<file path="src/rtl/fifo_level_pkg.sv">
// Shared constants and helpers for the fifo_level FIFO and its storage.
package fifo_level_pkg;

  localparam int unsigned FIFO_MODE_STD  = 0;
  localparam int unsigned FIFO_MODE_FWFT = 1;

  function automatic int unsigned fifo_depth(input int unsigned depth_width);
    return 32'd1 << depth_width;
  endfunction

endpackage

</file>
<file path="src/rtl/fifo_mem.sv">
// Simple dual-port RAM: one write port, one registered read port; swappable for a vendor macro.
module fifo_mem
  import fifo_level_pkg::*;
#(
  parameter int unsigned ADDR_WIDTH = 4,
  parameter int unsigned DATA_WIDTH = 8
) (
  input  logic                  clk,
  input  logic                  rst,
  input  logic                  wr_en_i,
  input  logic [ADDR_WIDTH-1:0] wr_addr_i,
  input  logic [DATA_WIDTH-1:0] wr_data_i,
  input  logic                  rd_en_i,
  input  logic [ADDR_WIDTH-1:0] rd_addr_i,
  output logic [DATA_WIDTH-1:0] rd_data_o
);

  localparam int unsigned DEPTH = fifo_depth(ADDR_WIDTH);

  logic [DATA_WIDTH-1:0] mem_q [DEPTH];
  logic [DATA_WIDTH-1:0] rd_data_q;
  logic [DATA_WIDTH-1:0] rd_data_d;

  // Storage array is intentionally not reset.
  always_ff @(posedge clk) begin
    if (wr_en_i) begin
      mem_q[wr_addr_i] <= wr_data_i;
    end
  end

  always_comb begin
    rd_data_d = rd_data_q;
    if (rd_en_i) begin
      rd_data_d = mem_q[rd_addr_i];
    end
  end

  // Read register returns old contents on a same-address write.
  always_ff @(posedge clk) begin
    if (rst) begin
      rd_data_q <= '0;
    end else begin
      rd_data_q <= rd_data_d;
    end
  end

  assign rd_data_o = rd_data_q;

endmodule

</file>
<file path="src/rtl/fifo_level.sv">
// Single-clock FIFO with registered fill level, almost-full/empty thresholds,
// protected overflow/underflow with sticky error flags, and optional FWFT read.
module fifo_level
  import fifo_level_pkg::*;
#(
  parameter int unsigned DEPTH_WIDTH   = 4,
  parameter int unsigned DATA_WIDTH    = 8,
  parameter int unsigned FWFT          = FIFO_MODE_STD,
  parameter int unsigned AFULL_THRESH  = fifo_depth(DEPTH_WIDTH) - 2,
  parameter int unsigned AEMPTY_THRESH = 2
) (
  input  logic                   clk,
  input  logic                   rst,
  input  logic [DATA_WIDTH-1:0]  wr_data_i,
  input  logic                   wr_en_i,
  output logic                   full_o,
  output logic                   almost_full_o,
  input  logic                   rd_en_i,
  output logic [DATA_WIDTH-1:0]  rd_data_o,
  output logic                   empty_o,
  output logic                   almost_empty_o,
  output logic [DEPTH_WIDTH:0]   level_o,
  output logic                   overflow_o,
  output logic                   underflow_o,
  input  logic                   clr_err_i
);

  localparam int unsigned DEPTH = fifo_depth(DEPTH_WIDTH);
  localparam int unsigned LVL_W = DEPTH_WIDTH + 1;

  if (DEPTH_WIDTH == 0 || DATA_WIDTH == 0 ||
      (FWFT != FIFO_MODE_STD && FWFT != FIFO_MODE_FWFT) ||
      AFULL_THRESH == 0 || AFULL_THRESH > DEPTH ||
      AEMPTY_THRESH > DEPTH - 1) begin : g_bad_param
    $error("fifo_level: illegal parameter combination");
  end

  logic [DEPTH_WIDTH-1:0] wr_ptr_q, wr_ptr_d;
  logic [DEPTH_WIDTH-1:0] rd_ptr_q, rd_ptr_d;
  logic [LVL_W-1:0]       level_q, level_d;
  logic                   full_q, full_d;
  logic                   afull_q, afull_d;
  logic                   empty_q, empty_d;
  logic                   aempty_q, aempty_d;
  logic                   ovf_q, ovf_d;
  logic                   unf_q, unf_d;
  logic                   wr_acc;
  logic                   rd_acc;

  logic                   ram_rd_en;
  logic [DEPTH_WIDTH-1:0] ram_rd_addr;
  logic [DATA_WIDTH-1:0]  ram_rd_data;

  // Acceptance, pointer/level update and flag derivation from the next level.
  always_comb begin
    wr_acc   = wr_en_i && !full_q;
    rd_acc   = rd_en_i && !empty_q;
    wr_ptr_d = wr_ptr_q;
    rd_ptr_d = rd_ptr_q;
    level_d  = level_q;
    ovf_d    = ovf_q;
    unf_d    = unf_q;

    if (wr_acc) begin
      wr_ptr_d = wr_ptr_q + DEPTH_WIDTH'(1);
    end
    if (rd_acc) begin
      rd_ptr_d = rd_ptr_q + DEPTH_WIDTH'(1);
    end

    case ({wr_acc, rd_acc})
      2'b10:   level_d = level_q + LVL_W'(1);
      2'b01:   level_d = level_q - LVL_W'(1);
      default: level_d = level_q;
    endcase

    full_d   = (level_d == LVL_W'(DEPTH));
    afull_d  = (level_d >= LVL_W'(AFULL_THRESH));
    empty_d  = (level_d == '0);
    aempty_d = (level_d <= LVL_W'(AEMPTY_THRESH));

    // A new error event outranks a same-cycle clear.
    if (clr_err_i) begin
      ovf_d = 1'b0;
      unf_d = 1'b0;
    end
    if (wr_en_i && full_q) begin
      ovf_d = 1'b1;
    end
    if (rd_en_i && empty_q) begin
      unf_d = 1'b1;
    end
  end

  always_ff @(posedge clk) begin
    if (rst) begin
      wr_ptr_q <= '0;
      rd_ptr_q <= '0;
      level_q  <= '0;
      full_q   <= 1'b0;
      afull_q  <= 1'b0;
      empty_q  <= 1'b1;
      aempty_q <= 1'b1;
      ovf_q    <= 1'b0;
      unf_q    <= 1'b0;
    end else begin
      wr_ptr_q <= wr_ptr_d;
      rd_ptr_q <= rd_ptr_d;
      level_q  <= level_d;
      full_q   <= full_d;
      afull_q  <= afull_d;
      empty_q  <= empty_d;
      aempty_q <= aempty_d;
      ovf_q    <= ovf_d;
      unf_q    <= unf_d;
    end
  end

  fifo_mem #(
    .ADDR_WIDTH (DEPTH_WIDTH),
    .DATA_WIDTH (DATA_WIDTH)
  ) u_mem (
    .clk       (clk),
    .rst       (rst),
    .wr_en_i   (wr_acc),
    .wr_addr_i (wr_ptr_q),
    .wr_data_i (wr_data_i),
    .rd_en_i   (ram_rd_en),
    .rd_addr_i (ram_rd_addr),
    .rd_data_o (ram_rd_data)
  );

  if (FWFT == FIFO_MODE_FWFT) begin : g_fwft
    logic                  byp_q, byp_d;
    logic [DATA_WIDTH-1:0] byp_data_q, byp_data_d;

    // The RAM continuously prefetches the next head; a word that becomes head in
    // the same cycle it is written is served from the bypass register instead.
    always_comb begin
      ram_rd_en   = (level_d != '0);
      ram_rd_addr = rd_ptr_d;
      byp_d       = byp_q;
      byp_data_d  = byp_data_q;
      if (wr_acc && (wr_ptr_q == rd_ptr_d)) begin
        byp_d      = 1'b1;
        byp_data_d = wr_data_i;
      end else if (ram_rd_en) begin
        byp_d = 1'b0;
      end
    end

    always_ff @(posedge clk) begin
      if (rst) begin
        byp_q      <= 1'b0;
        byp_data_q <= '0;
      end else begin
        byp_q      <= byp_d;
        byp_data_q <= byp_data_d;
      end
    end

    assign rd_data_o = byp_q ? byp_data_q : ram_rd_data;
  end else begin : g_std
    assign ram_rd_en   = rd_acc;
    assign ram_rd_addr = rd_ptr_q;
    assign rd_data_o   = ram_rd_data;
  end

  assign level_o        = level_q;
  assign full_o         = full_q;
  assign almost_full_o  = afull_q;
  assign empty_o        = empty_q;
  assign almost_empty_o = aempty_q;
  assign overflow_o     = ovf_q;
  assign underflow_o    = unf_q;

endmodule

</file>
<file path="config.mk">
export PLATFORM = sky130hd
export DESIGN_NAME = fifo_level
export DESIGN_NICKNAME = d
export VERILOG_FILES = /design/src/rtl/fifo_level_pkg.sv /design/src/rtl/fifo_mem.sv /design/src/rtl/fifo_level.sv
export SDC_FILE = /design/constraint.sdc
export NUM_CORES = 1
export LEC_CHECK = 0
export ABC_CLOCK_PERIOD_IN_PS = 5100
export BUFFER_PORTS_ARGS = -buffer_cell sky130_fd_sc_hd__buf_2
export CORE_UTILIZATION = 30
export CTS_BUF_LIST = sky130_fd_sc_hd__clkbuf_8
export CTS_CLUSTER_SIZE = 24
export DETAILED_ROUTE_END_ITERATION = 7
export GPL_ROUTABILITY_DRIVEN = 0
export MAX_ROUTING_LAYER = met4
export PLACE_DENSITY = 0.43
export SYNTH_ARGS = -nofsm -noshare
export SYNTH_HDL_FRONTEND = slang
export SYNTH_SLANG_ARGS = --single-unit
</file>
<file path="constraint.sdc">
create_clock -name clk -period 5.1 [get_ports clk]
set_clock_uncertainty 0.05 [all_clocks]
set_input_delay 1.275 -clock clk [delete_from_list [all_inputs] [get_ports clk]]
set_output_delay 1.275 -clock clk [all_outputs]
set_load 0.05 [all_outputs]
</file>
Word-level counts from Yosys, hierarchy flattened

Memories as Yosys holds them, arrays and structs flattened. A register that Yosys moved wholly into a read port is not among the register bits.
Cells that the tools add are included.

Bits in latches: 0
Memories: 1
Word-level logic and storage cells: 34
Output and inout port bits: 19
Bits in registers: 19
Bits in writable memories: 128
ROM bits: 0
Input port bits: 13

Mux-type cells: 6
Equality and inequality tests: 3
Add/sub/neg operators: 4
Div/mod/pow operators: 0
Reductions and logical operators: 9
$lt $le $gt $ge: 2
Multipliers: 0
Shifts and indexed selects: 0
Bitwise logic cells: 0

Memories:

| name        | depth | bits a word | rd ports | clocked after Yosys merged registers in | wr ports | RTL line       | text |
|---|---|---|---|---|---|---|---|
| u_mem.mem_q | 16    | 8           | 1        | 1                                       | 1        | fifo_mem.sv:20 | `logic [DATA_WIDTH-1:0] mem_q [DEPTH];` |

Operators by type and width:

| kind                | number |
|---|---|
| $pmux 5 s2          | 1 |
| $add 4x1->4 const B | 2 |
| $add 5x1->5 const B | 1 |
| $eq 5x5->1 const B  | 1 |
| $ge 5x4->1 const B  | 1 |
| $le 5x2->1 const B  | 1 |
| $logic_not 5->1     | 1 |
| $mux 1              | 5 |
| $sub 5x1->5 const B | 1 |
| $logic_and 1x1->1   | 4 |
| $reduce_bool 2->1   | 2 |
| $eq 2x1->1 const B  | 1 |
| $eq 2x2->1 const B  | 1 |
| $logic_not 1->1     | 2 |

Depth between registers and ports, before layout

Gate-level depths: netlist of run 1.

Word-level depth: 5
Gate-level depth with buffers: 11
Gate-level depth less buffers: 10

Hierarchy

Synthesis of run 1 repeated with hierarchy kept, for this count alone.

Cells, all modules: 447
Area, all modules: 6438.7 um^2

By module, submodules not included:

| module     | area each (um^2) | times used | seq. area each (um^2) | cells an instance |
|---|---|---|---|---|
| fifo_mem   | 5343.9           | 1          | 4003.8                | 316 |
| fifo_level | 1094.8           | 1          | 380.4                 | 131 |

Least setup slack after synthesis of run 1

Ideal clock, no wire load.

Path type: input to register
Start point: in wr_en_i
End point: reg aempty_q, in the netlist almost_empty_o
Setup time: 0.116 ns
Data required time: 4.934 ns
Stages on the path: 11
Arrival: 3.276 ns
Buffers on the path: 1
Setup slack: 1.658 ns
Path through: nor2b_1 -> buf_6 -> clkinv_1 -> nand2_1 -> xnor2_1 -> ha_1 -> a21o_1 -> a21o_1 -> or4_4 -> and2_4 -> a41o_1

Longest elaborated chain between the ends: 4
Elaborated cells between the ends (all ways): 5
Those cells by class: order compare: 1; eq/ne: 2; mux: 1; reduce/logical: 1

Ends and longest elaborated chain:

| element                                         | RTL line          | text |
|---|---|---|
| from (decl)                                     | fifo_level.sv:15  | `input logic wr_en_i,` |
| $logic_and 1x1->1 *                             | fifo_level.sv:56  | `wr_acc = wr_en_i && !full_q;` |
| $eq 2x1->1 / $eq 2x2->1 (equally long branches) | fifo_level.sv:71  | `case ({wr_acc, rd_acc})` |
| $pmux 5 s2 *                                    | fifo_level.sv:71  |  |
| $le 5x2->1 *                                    | fifo_level.sv:80  | `aempty_d = (level_d <= LVL_W'(AEMPTY_THRESH));` |
| to (signal assigned)                            | fifo_level.sv:113 | `aempty_q <= aempty_d;` |
| to (decl)                                       | fifo_level.sv:44  | `logic aempty_q, aempty_d;` |

Every way passes the cells marked *; elsewhere a longest branch is shown, timed or not.
A chain may end at the register's enable or synchronous reset.

Worst setup path in the final report of run 1

Start point: in rd_en_i
End point: reg empty_q, in the netlist empty_o

Longest elaborated chain between the ends: 4
Elaborated cells between the ends (all ways): 5
Those cells by class: eq/ne: 2; mux: 1; reduce/logical: 2

Ends and longest elaborated chain:

| element                                         | RTL line          | text |
|---|---|---|
| from (decl)                                     | fifo_level.sv:18  | `input logic rd_en_i,` |
| $logic_and 1x1->1 *                             | fifo_level.sv:57  | `rd_acc = rd_en_i && !empty_q;` |
| $eq 2x1->1 / $eq 2x2->1 (equally long branches) | fifo_level.sv:71  |  |
| $pmux 5 s2 *                                    | fifo_level.sv:71  |  |
| $logic_not 5->1 *                               | fifo_level.sv:79  | `empty_d = (level_d == '0);` |
| to (signal assigned)                            | fifo_level.sv:112 | `empty_q <= empty_d;` |
| to (decl)                                       | fifo_level.sv:43  | `logic empty_q, empty_d;` |

Marked as above.

==> results by stage, run 1 <==
Detailed routing:
- The residual antenna-violating net count after detailed routing is 0.
- The post-detailed-routing wire length is 13000 microns.
- The first routing iteration left 172 violations.
- The count of vias placed by the detailed router is 3195.
- After detailed routing, the number of remaining DRC violations is 0.
- The detailed-router iteration count before antenna repair is 4.
- The via density per instance is 4.78.
- The routed wirelength normalized by instance count is 19.4 microns.

Clock tree:
- TritonCTS built the clock tree.
- Counting every sink on the clock net gives 155.
- The clock transition at the registers of the reported paths is 0.09 ns.
- The cts-stage hold buffer count is 0.
- Counting along the longest clock path gives a buffer depth of 2.
- The maximum level of the CTS H-tree is 4.
- Post-CTS repair changed the size of 0 cells.
- The CTS buffer count is 17.
- The total setup buffers inserted after CTS is 0.
- The clock insertion delay at the later pin of the skew report is 0.44 ns.
- The root buffer cell chosen for the clock tree is sky130_fd_sc_hd__clkbuf_8.

GRT:
- The overall routing resource usage is 0.142.
- The wire length of the first global-routing pass is 20300 microns.
- The via count of the first global-routing pass is 3316.
- The initial antenna violation count is 0.
- In this run the most used layer during global routing was met2.
- For this run, global-route usage on met1 was measured as 0.193.
- The met2 usage in global routing is 0.212.
- The total overflow left after global routing is 0.
- For this run, global-route usage on met3 was measured as 0.0298.
- The pin count of the biggest net entering global routing is 33.

Power and ir drop:
- The net switching share of the total power is 0.272.
- The sequential cell fraction of total power is 0.528.
- In this run the power density over the cells is 395 mW/mm^2.
- The overall power is 2.75 mW.
- The internal cell power is 2.00 mW.
- The share of total power dissipated in the clock network is 0.336.
- The combinational share of power is 0.136.
- In this run the power spent charging and discharging nets is 749 uW.
- Across the VDD grid, the largest voltage drop is 0.000205 V.
- For this design the static power due to leakage is 2.29 nW.

STA:
- The post-route setup TNS is 0 ns.
- Setup repair after global routing left no endpoint under its margin.
- For the pin with the worst max-slew slack, the measured transition is 0.964 ns.
- The final max-slew violation count was 0.
- Timing would allow up to 0.300 GHz.
- The tightest slew margin relative to the limit is 0.355.
- Hold timing on the final database bottoms out at a slack of 0.439 ns.
- The hold violation count in the final report is 0.
- The setup violation total in the final timing report is 0.
- The clock period could shrink to 3.33 ns.
- Of the available clock period, the critical path in the final layout requires 0.653.

Setup path:
- The type of the worst setup path is input port to flop.
- The type of element launching the critical path is an input port.
- The arrival time reported for the critical path endpoint is 3.62 ns.
- The worst reg2reg path startpoint is empty_o.
- The endpoint identified for the worst register-to-register timing path is empty_o.
- For flop-to-flop paths, the worst setup slack is 2.35 ns.
- The type of destination of the critical path is a flop.
- Data on the critical path is required at its endpoint by 5.38 ns.
- Along the worst path, the maximum fanout reaches 20.
- The cell depth of the worst flop-to-flop path is 11.

Placement:
- The half-perimeter wire length after detailed placement is 8470 microns.
- In this run the tool buffered the top-level ports with 31 buffer cells.

Finish:
- Once layout is complete, the utilization of the core stands at 0.353.
- The total inserted antenna cells is 0.
- In the final layout, flip-flops and latches occupy 0.00439 sq mm.
- The share of cells above drive strength 1 is 0.272.
- The total area of multi-input combinational cells is 0.00159 sq mm.
- Compared with the post-synthesis result, the final layout area differs by 14.0%.
- After the last flow step, the layout net total stands at 411.
- The layout filler cell count is 1880.

Die:
- For this design the top-level I/O count stands at 32.
- The floorplan step set the die height to 145 microns.
- The core region is 0.0197 sq mm.
- The site row count is 51.
- The floorplan step defined a die boundary enclosing 0.0209 sq mm.
- The die span in x is 145 microns.
- The initial core utilization is 0.309.

Min path:
- For hold timing, the worst endpoint is u_mem.rd_data_o[4].
- The tightest min-delay check is of the flop to flop type.
- The hold path startpoint is u_mem.rd_data_o[4].
- The cell depth of the worst hold path is 2.

Synthesis:
- When the netlist entered floorplanning its net count stood at 373.
- The share of the Yosys chip area taken by registers is 0.719.
- The instance count of the mapped netlist is 353.
- The number of enable flip-flop cells after synthesis is 128.
- In the synthesized netlist the async set-or-reset flop fraction comes to 0.
- The synthesized area divided by synthesized cell count is 17.3 sq um.
- The cell area after synthesis is 0.00610 sq mm.
- Counting distinct cell types in the post-synthesis netlist gives 41.
- In the synthesized netlist the dominant register cell turns out to be sky130_fd_sc_hd__edfxtp_1.
- The number of warnings issued by yosys is 0.
- The post-synthesis sequential element count is 155.

Run status:
- The run finished with clean final reports.

Run:
- Across the run, the number of max-cap violations was 0.
## synthesized netlist by cell type, types with 2 or more instances
master | count | area [sq um]
sky130_fd_sc_hd__xor2_1 | 5 | 43.8
sky130_fd_sc_hd__a22oi_1 | 19 | 143
sky130_fd_sc_hd__nand2_1 | 11 | 41.3
sky130_fd_sc_hd__dfxtp_1 | 27 | 541
sky130_fd_sc_hd__xnor2_1 | 4 | 35.0
sky130_fd_sc_hd__nor3_1 | 6 | 30.0
sky130_fd_sc_hd__nor2b_1 | 3 | 18.8
sky130_fd_sc_hd__buf_1 | 4 | 15.0
sky130_fd_sc_hd__mux2i_1 | 2 | 20.0
sky130_fd_sc_hd__a21o_1 | 4 | 30.0
sky130_fd_sc_hd__clkbuf_1 | 10 | 37.5
sky130_fd_sc_hd__inv_1 | 4 | 15.0
sky130_fd_sc_hd__nor2_1 | 33 | 124
sky130_fd_sc_hd__nand4_1 | 2 | 12.5
sky130_fd_sc_hd__a21oi_1 | 20 | 100
sky130_fd_sc_hd__nand2b_1 | 4 | 25.0
sky130_fd_sc_hd__mux4_2 | 32 | 721
sky130_fd_sc_hd__a41o_1 | 2 | 20.0
sky130_fd_sc_hd__buf_6 | 2 | 22.5
sky130_fd_sc_hd__buf_2 | 5 | 25.0
sky130_fd_sc_hd__edfxtp_1 | 128 | 3840
sky130_fd_sc_hd__ha_1 | 7 | 87.6
## stage by stage
stage	cells	area, sq um	setup WS (ns)
floorplan	353	6100	1.66
global placement	637	6560	1.40
detailed placement	637	6560	1.33
CTS	669	6950	1.82
global route	669	6950	1.68
finish	669	6950	1.77
## cells by family (layout without fill, tap and decap cells)
group	after synthesis	in the layout	synth area share
AOI/OAI and AO/OA	52	52	0.0570
and+or+nand+nor	69	69	0.0546
xor gates and xnor gates	9	9	0.0129
buffers and inverters	27	78	0.0209
muxes	34	34	0.121
DFF	155	155	0.719
adders and majority gates	7	7	0.0144
## area by class of cell
type                            instances  area share
Tap cell                              265      0.0477
Clock buffer                           17      0.0337
Multi-Input combinational cell        171       0.228
Sequential cell                       155       0.631
Timing Repair Buffer                   40      0.0320
Inverter                                6     0.00396
Clock inverter                         15      0.0236
## worst max-delay path, cell delays in order
cell and delay (ns):
sky130_fd_sc_hd__buf_2 0.09, sky130_fd_sc_hd__or2b_1 0.22, sky130_fd_sc_hd__buf_4 0.21, sky130_fd_sc_hd__clkinv_4 0.11, sky130_fd_sc_hd__nand2_1 0.07, sky130_fd_sc_hd__xnor2_1 0.13
sky130_fd_sc_hd__ha_1 0.22, sky130_fd_sc_hd__a21o_1 0.19, sky130_fd_sc_hd__a21o_1 0.17, sky130_fd_sc_hd__or4_4 0.52, sky130_fd_sc_hd__and2_4 0.18, sky130_fd_sc_hd__a41o_1 0.22
## worst max-delay path by stage
stage,from,end,slack (ns),cells after the start
after detailed placement,rd_en_i,empty_o,1.33,12
after global routing,wr_en_i,empty_o,1.68,12
after global placement,rd_en_i,empty_o,1.40,12
final,rd_en_i,empty_o,1.77,12
after CTS,rd_en_i,empty_o,1.82,12
after floorplan,wr_en_i,almost_empty_o,1.66,11
## flip-flops by register name, indices dropped and copies added (netlist names)
signal,cells
overflow_o,1
u_mem.rd_data_o,8
almost_empty_o,1
ram_rd_addr,4
wr_ptr_q,4
level_o,5
full_o,1
underflow_o,1
u_mem.mem_q,128
almost_full_o,1
empty_o,1
## power groups by stage
stage	logic [mW]	clock network, mW	registers, mW
floorplan	0.227	0	1.53
global placement	0.374	0	1.48
detailed placement	0.378	0	1.48
CTS	0.379	0.958	1.45
global route	0.410	1.01	1.46
finish	0.374	0.924	1.45
## cells in the final DEF, fill, tap and decap left out, types with 2 or more instances in the layout
cell	count
sky130_fd_sc_hd__mux4_2	32
sky130_fd_sc_hd__dfxtp_1	26
sky130_fd_sc_hd__nand4_1	2
sky130_fd_sc_hd__nor2_1	33
sky130_fd_sc_hd__clkbuf_8	17
sky130_fd_sc_hd__edfxtp_1	128
sky130_fd_sc_hd__a22oi_1	19
sky130_fd_sc_hd__a21oi_1	20
sky130_fd_sc_hd__inv_6	4
sky130_fd_sc_hd__xnor2_1	4
sky130_fd_sc_hd__mux2i_1	2
sky130_fd_sc_hd__clkinvlp_4	3
sky130_fd_sc_hd__ha_1	7
sky130_fd_sc_hd__nand2_1	11
sky130_fd_sc_hd__nor2b_1	3
sky130_fd_sc_hd__a21o_1	4
sky130_fd_sc_hd__inv_1	4
sky130_fd_sc_hd__clkinv_1	2
sky130_fd_sc_hd__bufinv_16	2
sky130_fd_sc_hd__a41o_1	2
sky130_fd_sc_hd__buf_4	9
sky130_fd_sc_hd__buf_2	31
sky130_fd_sc_hd__nand2b_1	4
sky130_fd_sc_hd__xor2_1	5
sky130_fd_sc_hd__clkinv_4	4
sky130_fd_sc_hd__nor3_1	6
## metal layers
metal	up-vias	wire, microns
met3	12	428
met2	68	5860
met1	1657	6550
met4	0	153
li1	1458	-
met5	-	0
No activity file was read; power rests on OpenSTA's default activity.
==> inputs of run 2 (changes only) <==
ABC_CLOCK_PERIOD_IN_PS = 2700   (was 5100)
PLACE_DENSITY = 0.45   (was 0.43)
clock period = 2.7 ns   (was 5.1 ns; I/O delays follow)
==> run 2 against run 1 <==
Compared with the run above:
- global-route usage up 0.37 points
- total power up 96%
- first-iteration DRC count up 13%
- sequential power up 87%
- routed wire length up 3.4%
- critical endpoint is now almost_empty_o
==> results by stage, run 2 (synthesis gave the netlist of run 1 again) <==
Power and ir drop:
- The worst voltage drop across the vdd grid is 0.000314 V (+53%).
- The overall power was 5.39 mW (+96%).
- The leakage component of the power is 2.43 nW (+6.3%).
- The areal power density over the cells was 750 mW/mm^2 (+90%).

GRT:
- The wire length of the first global-routing pass is 20400 microns (+0.31%).
- The pin count of the biggest net entering global routing is 36 (+9.1%).
- The initial antenna violation count came to 0 (unchanged).
- The total congestion overflow came to 0 (unchanged).
- The via count of the first global-routing pass is 3372 (+1.7%).
- The overall routing resource usage is 0.145 (+0.00367).

STA:
- The setup violation total in the final timing report is 0 (unchanged).
- The final max-slew violation count is 0 (unchanged).
- The transition time at the pin with the least slew margin was 0.669 ns (-0.295 ns).
- The shortest clock period the worst path allows after layout is 2.46 ns.
- The smallest setup slack after layout is 0.242 ns (-1.53 ns).
- The tightest slew margin relative to the limit is 0.553 (+0.198).
- The tightest hold margin came to 0.440 ns (+0.00125 ns).
- In the finished design, the share of the clock period the worst path needs comes to 0.910.
- Setup repair after global routing left no endpoint under its margin.
- Derived from the worst setup path, the maximum achievable clock frequency is 0.407 GHz.
- The hold violation count in the final report was 0 (unchanged).

Clock tree:
- The maximum level of the CTS H-tree is 4 (unchanged).
- The cts-stage hold buffer count was 0 (unchanged).
- The CTS sink count is 155 (unchanged).
- The count of instances resized after the clock tree is built is 0 (unchanged).
- TritonCTS built the clock tree.
- The maximum buffer depth of the clock tree is 2 (unchanged).
- The clock transition at the registers of the reported paths is 0.08 ns (about the same).
- The CTS buffer count is 17 (unchanged).
- The root buffer cell chosen for the clock tree is sky130_fd_sc_hd__clkbuf_8.
- The total setup buffers inserted after CTS is 0 (unchanged).
- The clock insertion delay at the later pin of the skew report was 0.44 ns (about the same).

Finish:
- The number of flip-flops under the largest register name is 128 (unchanged).
- The final design area excluding fillers is 0.00718 sq mm (+3.3%).
- The share of cells above drive strength 1 came to 0.311 (+0.0383).
- Leaving out fill and tap cells, the most frequent cell in the layout is sky130_fd_sc_hd__edfxtp_1.
- The total inserted antenna cells was 0 (unchanged).
- The area added between synthesis and finish is 17.8%.
- The top register by number of flip-flops is u_mem.mem_q.
- In the layout the commonest cells are sky130_fd_sc_hd__edfxtp_1 (128), sky130_fd_sc_hd__nor2_1 (33), sky130_fd_sc_hd__mux4_2 (32).
- The total number of nets in the final design is 432 (+5.1%).
- The layout filler cell count is 1852 (-1.5%).

Setup path:
- Counting stages on the worst path, the most repeated cell is sky130_fd_sc_hd__a21o_1.
- The highest cell delay on the worst timing path is 0.42 ns (-0.10 ns).
- The type of the worst setup path is flop to flop.
- The buffering stage count on the worst path with inverters included is 2 (-1).
- The arrival time reported for the critical path endpoint is 2.75 ns (-0.87 ns).
- The signal on the critical path passes through nor2b_1 > clkinv_4 > buf_4 > ha_1 > a21o_1 > a21o_1 > or4_4 > and2_4 > a41o_1.
- The cell type of the slowest stage on the worst timing path is sky130_fd_sc_hd__or4_4.
- STA classifies the critical path startpoint as a flop.
- The dominant delay contributor by cell family on the critical path is simple AND/OR/NAND/NOR gates.
- STA classifies the critical path endpoint as a flop.
- The worst endpoint required time is 2.99 ns (-2.39 ns).
- The maximum fanout encountered on the critical timing path is 3 (-85%).

Die:
- The height of the chip is 145 microns (unchanged).
- The number of I/O pins is 32 (unchanged).
- The initial core utilization was 0.309 (unchanged).
- The core outline area was 0.0197 sq mm (unchanged).
- The die span in x came to 145 microns (unchanged).
- The site row count was 51 (unchanged).
- The total die area is 0.0209 sq mm (unchanged).

Placement:
- The cell area after placement is 0.00676 sq mm (+3.1%).
- The post-place setup slack was -0.203 ns (-1.53 ns).
- The half-perimeter wire length after detailed placement is 8460 microns (-0.13%).
- The number of buffer cells added on primary ports is 31 (unchanged).

Detailed routing:
- The routed wirelength normalized by instance count is 19.5 microns (+0.24%).
- The residual antenna-violating net count after detailed routing is 0 (unchanged).
- The post-detailed-routing wire length is 13400 microns (+3.4%).
- The post-detailed-route DRC marker count was 0 (unchanged).
- The via density per instance is 4.72 (-1.2%).
- The count of routing violations after the opening detailed-route iteration is 194 (+13%).
- The detailed-router iteration count before antenna repair came to 4 (unchanged).
- The count of vias placed by the detailed router is 3256 (+1.9%).

Min path:
- The worst hold path class is input port to flop.

Run:
- The number of max-cap violations is 0 (unchanged).

Run status:
- The flow ran to the end, and the final reports show no timing, DRC or antenna violations.
-- run 2: cell types whose count changed in the layout (fill, tap and decap cells not counted), sizes merged --
cell      delta
clkinvlp     -1
clkinv       -1
bufinv       +2
buf         +21
-- run 2: where the power goes --
part / leakage [nW] / internal [mW] / switching [mW]
Combinational: 0.843 / 0.310 / 0.482
Sequential: 1.38 / 2.66 / 0.0564
Clock: 0.211 / 1.01 / 0.877
Total: 2.43 / 3.97 / 1.42
-- run 2: cell type report --
type,count,area [sq um],share of cell area
Sequential cell,155,4390,0.611
Clock buffer,17,234,0.0326
Timing Repair Buffer,61,405,0.0564
Clock inverter,15,194,0.0270
Inverter,6,32.5,0.00453
Multi-Input combinational cell,171,1600,0.223
Tap cell,265,332,0.0462
-- run 2: metal layers --
layer  track usage  part of all wire  wire length, microns
met5             -                 0                     0
met2         0.220              0.48                  6430
met4        0.0449             0.011                   152
met1         0.191              0.47                  6260
met3        0.0368             0.044                   588
-- run 2: final timing paths --
check / start / end / slack, ns / cells past startpoint
min reg2reg: u_mem.rd_data_o[3] / u_mem.rd_data_o[3] / 0.44 / 2
max reg2reg: full_o / almost_empty_o / 0.24 / 9
min: rd_en_i / underflow_o / 0.44 / 3
max: full_o / almost_empty_o / 0.24 / 9
-- run 2: per-stage QoR --
step           setup TNS (ns)  std cells  utilization
2_1_floorplan               0        353            -
4_1_cts                     0        690        0.364
3_5_place_dp           -0.578        658        0.343
6_report                    0        690        0.364
3_3_place_gp           -0.384        658        0.343
5_1_grt                     0        690        0.364
-- run 2: worst reg2reg max path, stage by stage (launching register included) --
cell	delay [ns]
sky130_fd_sc_hd__dfxtp_1	0.34
sky130_fd_sc_hd__nor2b_1	0.26
sky130_fd_sc_hd__clkinv_4	0.10
sky130_fd_sc_hd__buf_4	0.15
sky130_fd_sc_hd__ha_1	0.23
sky130_fd_sc_hd__a21o_1	0.21
sky130_fd_sc_hd__a21o_1	0.19
sky130_fd_sc_hd__or4_4	0.42
sky130_fd_sc_hd__and2_4	0.18
sky130_fd_sc_hd__a41o_1	0.22
==> inputs of run 3 (changes only) <==
CORE_ASPECT_RATIO = 0.6   (was not set)
==> run 3 against run 2 <==
Compared with the run above:
- first-iteration DRC count increased by 100%
- highest routed layer unchanged
- clock power decreased by 7%
- sequential power about the same
- cell area decreased by 0.24%
- worst setup slack got worse by 0.011 ns
- largest cell class unchanged
- combinational power decreased by 0.5%
- total power decreased by 2.3%
- utilization increased by 0.37 points
- largest power group unchanged
==> results by stage, run 3 (synthesis gave the netlist of run 1 again) <==
GRT:
- The total congestion overflow is 0 (unchanged).
- The pin count of the biggest net entering global routing is 36 (unchanged).
- The via count of the first global-routing pass is 3277 (-2.8%).
- The initial antenna violation count is 0 (unchanged).
- The overall routing resource usage is 0.151 (+0.00530).
- The wire length of the first global-routing pass came to 21300 microns (+4.6%).

Detailed routing:
- The post-detailed-routing wire length was 14300 microns (+6.6%).
- The count of vias placed by the detailed router is 3287 (+0.95%).
- The residual antenna-violating net count after detailed routing is 0 (unchanged).
- The detailed-router iteration count before antenna repair is 4 (unchanged).
- The via density per instance came to 4.73 (+0.23%).
- The routed wirelength normalized by instance count is 20.6 microns (+5.9%).
- The count of routing violations after the opening detailed-route iteration was 388 (+100%).
- The post-detailed-route DRC marker count came to 0 (unchanged).

Die:
- The total die area is 0.0209 sq mm (about the same).
- The site row count is 39 (-24%).
- The number of I/O pins is 32 (unchanged).
- The core outline area came to 0.0195 sq mm (-1.3%).
- The initial core utilization was 0.313 (+0.00394).
- The die span in x was 186 microns (+29%).
- The height of the chip is 112 microns (-22%).

Setup path:
- The worst endpoint required time is 2.99 ns (about the same).
- By startpoint and endpoint, the worst setup path is classified as flop to flop.
- The type of element launching the critical path is a flop.
- The worst setup path is captured at a flop.
- The maximum fanout encountered on the critical timing path was 3 (unchanged).
- The arrival time reported for the critical path endpoint is 2.76 ns (about the same).

Finish:
- The number of cells in the finished layout apart from fillers is 695 (+0.72%).
- The total number of nets in the final design was 436 (+0.93%).
- The number of flip-flops under the largest register name is 128 (unchanged).
- The register cell area after layout is 0.00439 sq mm (unchanged).
- The library cells used most frequently in the layout, excluding fill and tap cells, are sky130_fd_sc_hd__edfxtp_1 (128), sky130_fd_sc_hd__nor2_1 (33), sky130_fd_sc_hd__buf_4 (33).
- The top register by number of flip-flops is u_mem.mem_q.
- The most common cell after layout, fill and taps aside is sky130_fd_sc_hd__edfxtp_1.
- The area added between synthesis and finish is 17.5%.
- The total inserted antenna cells is 0 (unchanged).
- The layout filler cell count was 1824 (-1.5%).
- The post-layout utilization of the core came to 0.368 (+0.00373).
- The total area of multi-input combinational cells is 0.00160 sq mm (unchanged).
- The share of cells above drive strength 1 is 0.315 (+0.00410).

Clock tree:
- The maximum buffer depth of the clock tree was 2 (unchanged).
- The clock insertion delay at the later pin of the skew report is 0.44 ns (about the same).
- The clock transition at the registers of the reported paths came to 0.09 ns (about the same).
- The cts-stage hold buffer count came to 0 (unchanged).
- The total setup buffers inserted after CTS is 0 (unchanged).
- TritonCTS built the clock tree.
- In this run the clock root is driven by a sky130_fd_sc_hd__clkbuf_8.
- The CTS buffer count is 17 (unchanged).
- The CTS sink count is 155 (unchanged).
- The maximum level of the CTS H-tree is 4 (unchanged).
- The count of instances resized after the clock tree is built is 0 (unchanged).

STA:
- The shortest clock period the worst path allows after layout is 2.47 ns (+0.0115 ns).
- Setup repair after global routing left no endpoint under its margin.
- The tightest hold margin came to 0.437 ns (-0.00309 ns).
- The hold violation count in the final report is 0 (unchanged).
- The maximum clock frequency is 0.405 GHz (-0.46%).
- The setup violation total in the final timing report is 0 (unchanged).
- The portion of the clock cycle consumed by the worst path in the final layout is 0.915 (+0.00425).
- The final max-slew violation count is 0 (unchanged).
- The tightest slew margin relative to the limit is 0.638 (+0.0850).
- The transition time at the pin with the least slew margin is 0.543 ns (-0.126 ns).

Run status:
- The run finished with clean final reports.

Power and ir drop:
- The areal power density over the cells is 735 mW/mm^2 (-2.1%).
- The leakage component of the power is 2.43 nW (-0.23%).
- The worst voltage drop across the vdd grid is 0.000293 V (-6.8%).

Run:
- The number of max-cap violations came to 0 (unchanged).

Min path:
- The worst hold path class is input port to flop.

Placement:
- The half-perimeter wire length after detailed placement came to 9690 microns (+15%).
- The number of buffer cells added on primary ports was 31 (unchanged).
- The number of cells in the design after placement is 663 (+0.76%).
run 3: area by class of cell:
type                       instances  area share
tap                              266      0.0464
timing repair buffer              65      0.0590
clock inverter                    15      0.0220
clock buffer                      17      0.0327
inverter                           6     0.00454
multi-input combinational        171       0.223
sequential                       155       0.612
run 3: worst paths after layout:
path / cells after the start / startpoint / slack (ns) / end
setup / recovery: 9 / full_o / 0.23 / almost_empty_o
hold / removal: 3 / wr_en_i / 0.44 / overflow_o
setup reg to reg: 9 / full_o / 0.23 / almost_empty_o
hold reg to reg: 2 / u_mem.rd_data_o[7] / 0.44 / u_mem.rd_data_o[7]
run 3: per-layer routing:
metal | up-vias | track usage | wire [microns]
met1 | 1678 | 0.233 | 7390
met4 | 0 | 0.0426 | 102
met3 | 7 | 0.0344 | 961
met5 | - | - | 0
met2 | 88 | 0.192 | 5870
li1 | 1514 | - | -
run 3: worst max-delay path, cell delays in order, from the launching register on:
cell and delay (ns):
sky130_fd_sc_hd__dfxtp_1 0.34, sky130_fd_sc_hd__nor2b_1 0.28, sky130_fd_sc_hd__clkinv_4 0.08, sky130_fd_sc_hd__buf_4 0.14, sky130_fd_sc_hd__ha_1 0.23, sky130_fd_sc_hd__a21o_1 0.21
sky130_fd_sc_hd__a21o_1 0.19, sky130_fd_sc_hd__or4_4 0.43, sky130_fd_sc_hd__and2_4 0.19, sky130_fd_sc_hd__a41o_1 0.23
run 3: through the flow:
step / instance area, sq um / setup slack, ns / power, mW / setup TNS, ns
final: 7170 / 0.230 / 5.26 / 0
after global routing: 7170 / 0.170 / 5.47 / 0
after CTS: 7170 / 0.242 / 5.32 / 0
after detailed placement: 6770 / -0.194 / 3.57 / -0.568
after global placement: 6770 / -0.140 / 3.57 / -0.341
after floorplan: 6120 / 0.00458 / 3.32 / 0
run 3: power breakdown:
group / leakage, nW / internal, mW / switching, mW
combinational: 0.860 / 0.313 / 0.475
sequential: 1.38 / 2.66 / 0.0665
clock: 0.189 / 0.894 / 0.857
total: 2.43 / 3.87 / 1.40
